===== config.mk =====
export PLATFORM = sky130hd
export DESIGN_NAME = nettlp_tx_sched
export DESIGN_NICKNAME = d
export VERILOG_FILES = /design/src/rtl/nettlp_tx_sched.sv
export SDC_FILE = /design/constraint.sdc
export NUM_CORES = 1
export LEC_CHECK = 0
export CORE_AREA = 2 2 159 161
export DETAILED_ROUTE_END_ITERATION = 7
export DIE_AREA = 0 0 161 163
export SKIP_CTS_REPAIR_TIMING = 1
export SYNTH_ARGS = -nofsm -noshare
export SYNTH_HDL_FRONTEND = slang
export SYNTH_SLANG_ARGS = --single-unit

===== constraint.sdc =====
create_clock -name eth_clk -period 5.5 [get_ports eth_clk]
set_clock_uncertainty 0.15 [all_clocks]
set_input_delay 1.1 -clock eth_clk [delete_from_list [all_inputs] [get_ports eth_clk]]
set_output_delay 1.1 -clock eth_clk [all_outputs]
set_load 0.02 [all_outputs]

===== src/rtl/nettlp_tx_sched.sv =====
// nettlp_tx_sched
//
// Packet-atomic weighted round-robin scheduler. It shares the single Ethernet
// TX encapsulation path between three NetTLP transmit sources:
//   source 0 = TLP stream, source 1 = command responses, source 2 = PCIe
//   config responses.
// A source that wins arbitration keeps the path until its tlast handshake.
// Each source may send cfg_weightN packets per turn. A weight of 0 counts as 1.
//
// Parameters
//   CRED_W  width of the weight inputs and of the credit counter
//   STAT_W  width of the per-source packet counters
//
// Ports
//   eth_clk, eth_rst_n        clock; synchronous active-low reset
//   sN_tvalid/tdata/tkeep/tlast/tready   source streams (N = 0..2)
//   m_tvalid/tdata/tkeep/tlast, m_tready encapsulator-side stream
//   m_tsrc                    index of the granted source
//   cfg_weight0..2            packets per turn for each source
//   busy                      high while a packet is in flight
//   stat_pkt0..2              packets forwarded per source
//
// Build option
//   NETTLP_TX_SCHED_STATS_EN  builds the per-source packet counters.
//                             Without it, stat_pkt0..2 are tied to zero.

module nettlp_tx_sched #(
  parameter int unsigned CRED_W = 4,
  parameter int unsigned STAT_W = 32
) (
  input  logic              eth_clk,
  input  logic              eth_rst_n,

  input  logic              s0_tvalid,
  input  logic [63:0]       s0_tdata,
  input  logic [7:0]        s0_tkeep,
  input  logic              s0_tlast,
  output logic              s0_tready,

  input  logic              s1_tvalid,
  input  logic [63:0]       s1_tdata,
  input  logic [7:0]        s1_tkeep,
  input  logic              s1_tlast,
  output logic              s1_tready,

  input  logic              s2_tvalid,
  input  logic [63:0]       s2_tdata,
  input  logic [7:0]        s2_tkeep,
  input  logic              s2_tlast,
  output logic              s2_tready,

  output logic              m_tvalid,
  output logic [63:0]       m_tdata,
  output logic [7:0]        m_tkeep,
  output logic              m_tlast,
  input  logic              m_tready,
  output logic [1:0]        m_tsrc,

  input  logic [CRED_W-1:0] cfg_weight0,
  input  logic [CRED_W-1:0] cfg_weight1,
  input  logic [CRED_W-1:0] cfg_weight2,

  output logic              busy,

  output logic [STAT_W-1:0] stat_pkt0,
  output logic [STAT_W-1:0] stat_pkt1,
  output logic [STAT_W-1:0] stat_pkt2
);

  typedef enum logic [0:0] {
    IDLE = 1'b0,
    XFER = 1'b1
  } state_t;

  state_t              state_q, state_d;
  logic [1:0]          ptr_q, ptr_d;
  logic [CRED_W-1:0]   cred_q, cred_d;
  logic [1:0]          gnt_q, gnt_d;

  logic [2:0]          req;
  logic                keep_turn;
  logic [1:0]          nxt1, nxt2, pick;
  logic [CRED_W-1:0]   w_raw, w_eff;
  logic                xfer;
  logic                last_hs;

  // Mod-3 increment. ptr only ever holds 0..2.
  function automatic logic [1:0] inc3(input logic [1:0] v);
    return (v == 2'd2) ? 2'd0 : v + 2'd1;
  endfunction

  assign req = {s2_tvalid, s1_tvalid, s0_tvalid};

  // Rotation search: ptr+1, ptr+2, then ptr itself. After reset (ptr=0,
  // cred=0) this gives the fixed order 1, 2, 0.
  always_comb begin
    nxt1 = inc3(ptr_q);
    nxt2 = inc3(nxt1);
    if (req[nxt1])      pick = nxt1;
    else if (req[nxt2]) pick = nxt2;
    else                pick = ptr_q;
  end

  assign keep_turn = req[ptr_q] && (cred_q != '0);

  always_comb begin
    unique case (pick)
      2'd0:    w_raw = cfg_weight0;
      2'd1:    w_raw = cfg_weight1;
      default: w_raw = cfg_weight2;
    endcase
    w_eff = (w_raw == '0) ? CRED_W'(1) : w_raw;
  end

  // The outputs are also gated by the reset input. This makes the grant drop
  // in the same cycle reset is asserted, not only at the next clock edge.
  assign xfer = (state_q == XFER) && eth_rst_n;
  assign busy = xfer;
  assign m_tsrc = eth_rst_n ? gnt_q : 2'd0;

  always_comb begin
    m_tvalid  = 1'b0;
    m_tdata   = '0;
    m_tkeep   = '0;
    m_tlast   = 1'b0;
    s0_tready = 1'b0;
    s1_tready = 1'b0;
    s2_tready = 1'b0;
    if (xfer) begin
      unique case (gnt_q)
        2'd0: begin
          m_tvalid  = s0_tvalid;
          m_tdata   = s0_tdata;
          m_tkeep   = s0_tkeep;
          m_tlast   = s0_tlast;
          s0_tready = m_tready;
        end
        2'd1: begin
          m_tvalid  = s1_tvalid;
          m_tdata   = s1_tdata;
          m_tkeep   = s1_tkeep;
          m_tlast   = s1_tlast;
          s1_tready = m_tready;
        end
        default: begin
          m_tvalid  = s2_tvalid;
          m_tdata   = s2_tdata;
          m_tkeep   = s2_tkeep;
          m_tlast   = s2_tlast;
          s2_tready = m_tready;
        end
      endcase
    end
  end

  assign last_hs = m_tvalid && m_tready && m_tlast;

  always_comb begin
    state_d = state_q;
    ptr_d   = ptr_q;
    cred_d  = cred_q;
    gnt_d   = gnt_q;
    unique case (state_q)
      IDLE: begin
        if (req != 3'b000) begin
          if (keep_turn) begin
            gnt_d  = ptr_q;
            cred_d = cred_q - CRED_W'(1);
          end else begin
            ptr_d  = pick;
            gnt_d  = pick;
            cred_d = w_eff - CRED_W'(1);
          end
          state_d = XFER;
        end
      end
      default: begin
        if (last_hs) state_d = IDLE;
      end
    endcase
  end

  always_ff @(posedge eth_clk) begin
    if (!eth_rst_n) begin
      state_q <= IDLE;
      ptr_q   <= '0;
      cred_q  <= '0;
      gnt_q   <= '0;
    end else begin
      state_q <= state_d;
      ptr_q   <= ptr_d;
      cred_q  <= cred_d;
      gnt_q   <= gnt_d;
    end
  end

`ifdef NETTLP_TX_SCHED_STATS_EN
  logic [STAT_W-1:0] stat0_q, stat1_q, stat2_q;

  always_ff @(posedge eth_clk) begin
    if (!eth_rst_n) begin
      stat0_q <= '0;
      stat1_q <= '0;
      stat2_q <= '0;
    end else if (last_hs) begin
      unique case (gnt_q)
        2'd0:    stat0_q <= stat0_q + STAT_W'(1);
        2'd1:    stat1_q <= stat1_q + STAT_W'(1);
        default: stat2_q <= stat2_q + STAT_W'(1);
      endcase
    end
  end

  assign stat_pkt0 = stat0_q;
  assign stat_pkt1 = stat1_q;
  assign stat_pkt2 = stat2_q;
`else
  assign stat_pkt0 = '0;
  assign stat_pkt1 = '0;
  assign stat_pkt2 = '0;
`endif

endmodule


==> results.py, run 1 <==
metrics = {
    "detailed_routing": {
        "detail_route.wl_per_cell_um": 12.4,
        "route.vias.total": 4243,
        "ant_nets": 0,
        "first_iter_violations": 185,
        "dr.pass1.iters": 6,
        "vias_per_cell": 3.74,
        "drc": 0,
        "wl_um": 14100,
    },
    "setup_path": {
        "crit_slowest_cell": "clkdlybuf4s50_1",
        "cp_top_family": "buffers and inverters",
        "crit_fanout": 36,
        "cpMostUsedCell": "clkdlybuf4s50_1",
        "worstPathRequired_ps": 4250,
        "r2r_cells": 8,
        "critPathLaunchType": "input port",
        "path_cells": "clkdlybuf4s50_1, nand2_2, buf_4, inv_1, nand2_1, nor3_1, clkdlybuf4s50_1",
        "path_class": "input port to output pin",
        "cp.arrival_ps": 3070,
        "cp.depth": 7,
        "cp_num_buf_inv": 4,
        "endpoint_kind": "output pin",
        "slowest_delay_ps": 640,
    },
    "yosys": {
        "yosys_warnings": 0,
        "synth_area_mm2": 0.00325,
        "avgSynthCellArea_um2": 6.29,
        "synth_top_area_frac": 0.231,
        "syn_inst": 516,
        "synthArstFlopShare": 0,
        "synth.most_common_cell": "nor2_1",
        "synth_edf_count": 0,
        "synth_common_cells": "156 x nor2_1, 98 x buf_4, 78 x a21oi_1, 75 x mux2i_1, 23 x clkbuf_1",
        "ys_ff_latch": 7,
        "synth_top_area_cell": "mux2i_1",
        "synth_ff_type": "dfxtp_1",
        "synth.distinct_cells": 48,
        "yosys-top-cells-area": "mux2i_1 23%, buf_4 23%, nor2_1 18%",
        "synth.yosys.seq_area_share": 0.0431,
    },
    "power": {
        "peakVddDrop_mv": 0.159,
        "power_uw": 1290,
        "leakage_uw": 0.00243,
        "power_density_mw_per_mm2": 200,
    },
    "clock_tree": {
        "cts_tree": "yes",
        "htree_levels": 1,
        "clk_pin_slew_ps": 40,
        "cts.sinks": 7,
        "clockBufferDepth": 2,
        "cts-root-buf": "clkbuf_16",
        "cts_buffers": 3,
        "clock_latency_ps": 230,
    },
    "sta": {
        "slew_headroom": 0.411,
        "hold_viol_final": 0,
        "min_period_ps": 4320,
        "fin_hold_ws_ps": 407,
        "rsz0062_at_grt": "false",
        "finalSetupViolations": 0,
        "clock.fmax_ghz": 0.232,
        "tightest_slew_ps": 884,
        "slew_violations": 0,
        "finalCritPeriodShare": 0.785,
        "layout_setup_ws_ps": 1180,
        "tns_ps": 0,
    },
    "min_path": {
        "hold-path-cell-count": 2,
        "min_path_type": "flip-flop to flip-flop",
    },
    "layout": {
        "drive_gt1_frac": 0.0274,
        "insertedDiodeCount": 0,
        "area_growth_pct": 98.4,
        "nets": 1042,
    },
    "floorplan": {
        "die-area_mm2": 0.0262,
        "io_pins": 413,
        "die_w_um": 161,
        "core_area_mm2": 0.0247,
        "initial_core_util": 0.132,
        "rows": 58,
        "die_h_um": 163,
    },
    "global_route": {
        "grt_usage": 0.0948,
        "grt_max_degree": 88,
        "first_global_vias": 3818,
        "grt_util_met1": 0.121,
        "grt_first_pass_wirelength_um": 20200,
        "antenna_found_initial": 0,
        "grtUsageMet2": 0.172,
        "grt-ovfl-total": 0,
        "use_met3": 0.0130,
        "grt.busiest_layer": "met2",
    },
    "placement": {
        "routabilityCongestion": 0.810,
        "port_buffers": 316,
        "hpwl_um": 11600,
        "place_ws_ps": 1180,
    },
    "status": {
        "outcome": "complete, no violations",
    },
    "job": {
        "cap_violations": 0,
    },
}
-- final timing paths --
path / startpoint / endpoint / slack (ps)
worst max-delay path: eth_rst_n / s0_tready / 1180
worst min-delay path: state_q / state_q / 410
worst max register to register: gnt_q[1] / cred_q[2] / 2220
worst min register to register: state_q / state_q / 410
-- logic make-up after synthesis --
kind of cell,count (synthesis),synth area share
compound gates,109,0.206
flops,7,0.0431
buf+inv,137,0.278
other cells,1,0.00115
fa+ha+maj,1,0.00385
mux,76,0.236
simple gates,185,0.233
-- tightest hold or removal path, cell delays in order (launching register included) --
cell	delay [ps]
dfxtp_1	340
o31ai_1	100
a21oi_1	70
-- stage by stage --
step                      std cells  instance area (µm²)   util
after floorplan                 611                 3600      -
after global routing           1133                 6440  0.261
after CTS                      1133                 6440  0.261
final                          1133                 6440  0.261
after detailed placement       1129                 6370  0.258
after global placement         1129                 6370  0.258
-- flip-flops by register name, summed over array words and instances (netlist names) --
signal and count:
gnt_q 2, cred_q 4, state_q 1
-- per-layer routing --
metal / wire length [µm] / share of wire / vias up
met5: 0 / 0 / -
met4: 164 / 0.012 / 0
met3: 855 / 0.061 / 11
met2: 7220 / 0.51 / 204
met1: 5830 / 0.41 / 1907
li1: - / - / 2121
-- final cells by class --
type	count	area, µm²
multi-input combinational	467	2560
sequential	7	148
fill	2722	18200
timing repair buffer	321	3230
tap	330	413
clock buffer	4	78.8
inverter	4	15.0
-- where the power goes --
group          leakage [µW]  internal (µW)  switching, µW  total (µW)
Clock             0.0000382           96.5           28.3         125
Sequential        0.0000594           69.1           82.7         152
Combinational       0.00234            494            520        1010
-- placed cells by master, fill, tap and decap left out, types with 4 or more instances in the layout --
cell and instances:
nor2_1 156, nand2_1 6, clkdlybuf4s50_1 316, mux2i_1 75
inv_1 4, conb_1 96, nor3_1 4, and2_1 4
o21ai_0 6, dfxtp_1 5, a21oi_1 78
No activity file was read; power rests on OpenSTA's default activity.
==> run 2: changes to the inputs <==
- CORE_AREA: 2 2 159 161 -> 2 2 160 162
- DIE_AREA: 0 0 161 163 -> 0 0 162 164
- clock period: 5.5 -> 4.35 ns (I/O delays scaled with it)
==> run 2 against run 1 <==
Net effect:
- power up 28%
- sequential share of layout area about the same
- combinational power up 27%
- clock-buffer cell count unchanged
- critical path depth unchanged
- setup slack worse by 670 ps
- final cell count up 0.53%
- global-route usage up 0.22 points
- sequential power up 41%
==> results.py, run 2 (synthesis results as in run 1) <==
metrics = {
    "sta": {
        "tns_ps": 0,
        "rsz0062_at_grt": "false",
        "tightest_slew_ps": 843,
        "clock.fmax_ghz": 0.261,
        "hold_viol_final": 0,
        "finalCritPeriodShare": 0.882,
        "slew_headroom": 0.438,
        "finalSetupViolations": 0,
        "min_period_ps": 3840,
        "slew_violations": 0,
        "fin_hold_ws_ps": 390,
    },
    "min_path": {
        "hold-path-cell-count": 2,
        "min_path_type": "flip-flop to flip-flop",
        "whs_endpoint": "state_q",
        "min-delay-start": "state_q",
    },
    "floorplan": {
        "die-area_mm2": 0.0266,
        "io_pins": 413,
        "die_w_um": 162,
        "rows": 58,
        "initial_core_util": 0.131,
        "die_h_um": 164,
        "core_area_mm2": 0.0248,
    },
    "setup_path": {
        "crit_fanout": 34,
        "cp.arrival_ps": 2820,
        "worstPathRequired_ps": 3330,
        "reg2reg_from": "gnt_q[1]",
        "cpMostUsedCell": "clkdlybuf4s50_1",
        "endpoint_kind": "output pin",
        "crit_slowest_cell": "clkdlybuf4s50_1",
        "path_class": "input port to output pin",
        "cp_top_family": "buffers and inverters",
        "regToRegSetupSlack_ps": 1120,
        "slowest_delay_ps": 630,
        "path_cells": "clkdlybuf4s50_1, nand2_2, buf_4, inv_1, nand2_1, nor3_1, clkdlybuf4s50_1",
        "critPathLaunchType": "input port",
        "r2r_end": "cred_q[2]",
        "r2r_cells": 8,
        "cp_num_buf_inv": 4,
    },
    "global_route": {
        "antenna_found_initial": 0,
        "grt_max_degree": 79,
        "grt_first_pass_wirelength_um": 20900,
        "grt-ovfl-total": 0,
        "first_global_vias": 3991,
        "grt_usage": 0.0970,
    },
    "clock_tree": {
        "cts-root-buf": "clkbuf_16",
        "cts.sinks": 7,
        "htree_levels": 1,
        "cts_tree": "yes",
        "clk_pin_slew_ps": 40,
        "cts_buffers": 3,
        "clock_latency_ps": 230,
        "clockBufferDepth": 2,
    },
    "placement": {
        "port_buffers": 316,
        "routabilityCongestion": 0.814,
        "hpwl_um": 11800,
        "dpl_cell_area_mm2": 0.00641,
    },
    "detailed_routing": {
        "ant_nets": 0,
        "first_iter_violations": 200,
        "drc": 0,
        "detail_route.wl_per_cell_um": 12.5,
        "vias_per_cell": 3.71,
        "route.vias.total": 4224,
        "dr.pass1.iters": 4,
        "wl_um": 14200,
    },
    "power": {
        "power_uw": 1650,
        "leakage_uw": 0.00247,
        "power_density_mw_per_mm2": 254,
        "peakVddDrop_mv": 0.139,
    },
    "status": {
        "outcome": "complete, no violations",
    },
    "layout": {
        "layout_commonest_cell": "clkdlybuf4s50_1",
        "regMostFlops": "cred_q",
        "nets": 1048,
        "area_growth_pct": 99.8,
        "reg_top3": "cred_q: 4 flops, gnt_q: 2 flops, state_q: 1 flops",
        "stdcell_area_mm2": 0.00649,
        "drive_gt1_frac": 0.0346,
        "insertedDiodeCount": 0,
        "largest_reg_flops": 4,
        "final_cell_mix": "316 x clkdlybuf4s50_1, 156 x nor2_1, 96 x conb_1",
    },
    "job": {
        "cap_violations": 0,
    },
}
[run 2: changes by cell type in the layout (fill, tap and decap cells not counted), sizes merged]
| cell | delta |
|---|---|
| buf | +6 |
[run 2: metrics by stage]
stage          utilization  setup slack (ps)  instances
6_report             0.261               513       1139
5_1_grt              0.261               385       1139
4_1_cts              0.261               503       1139
3_5_place_dp         0.258               513       1135
3_3_place_gp         0.258               541       1135
2_1_floorplan            -              1280        611
[run 2: layer usage]
layer	wire length, µm	global-route usage	up-vias
met1	5780	0.118	1872
met5	0	0	-
met2	7480	0.185	201
li1	-	-	2145
met4	75	0.0101	0
met3	901	0.0146	6
[run 2: worst register-to-register path, cell delays in order (launching register included)]
cell and delay (ps):
dfxtp_4 900, nor2_1 200, o31ai_4 340, mux2_4 350, a221oi_2 290, a31oi_2 160
ha_1 240, or3_1 370, o221ai_1 160
[run 2: power breakdown]
group	switching (µW)	total [µW]	internal, µW
Sequential	128	215	87.3
Combinational	634	1280	643
Clock	35.2	157	122
[run 2: worst max-delay path by stage]
stage / from / to / depth (start not counted)
after floorplan: s0_tvalid / cred_q[2] / 9
after global placement: eth_rst_n / s1_tready / 7
after detailed placement: s0_tvalid / cred_q[2] / 9
after CTS: eth_rst_n / s0_tready / 7
after global routing: eth_rst_n / s1_tready / 7
final: eth_rst_n / s0_tready / 7
[run 2: area by class of cell]
| type | instances | area (µm²) |
|---|---|---|
| clock buffer | 4 | 78.8 |
| fill | 2759 | 18300 |
| inverter | 4 | 15.0 |
| multi-input combinational | 467 | 2560 |
| sequential | 7 | 148 |
| tap | 330 | 413 |
| timing repair buffer | 327 | 3270 |
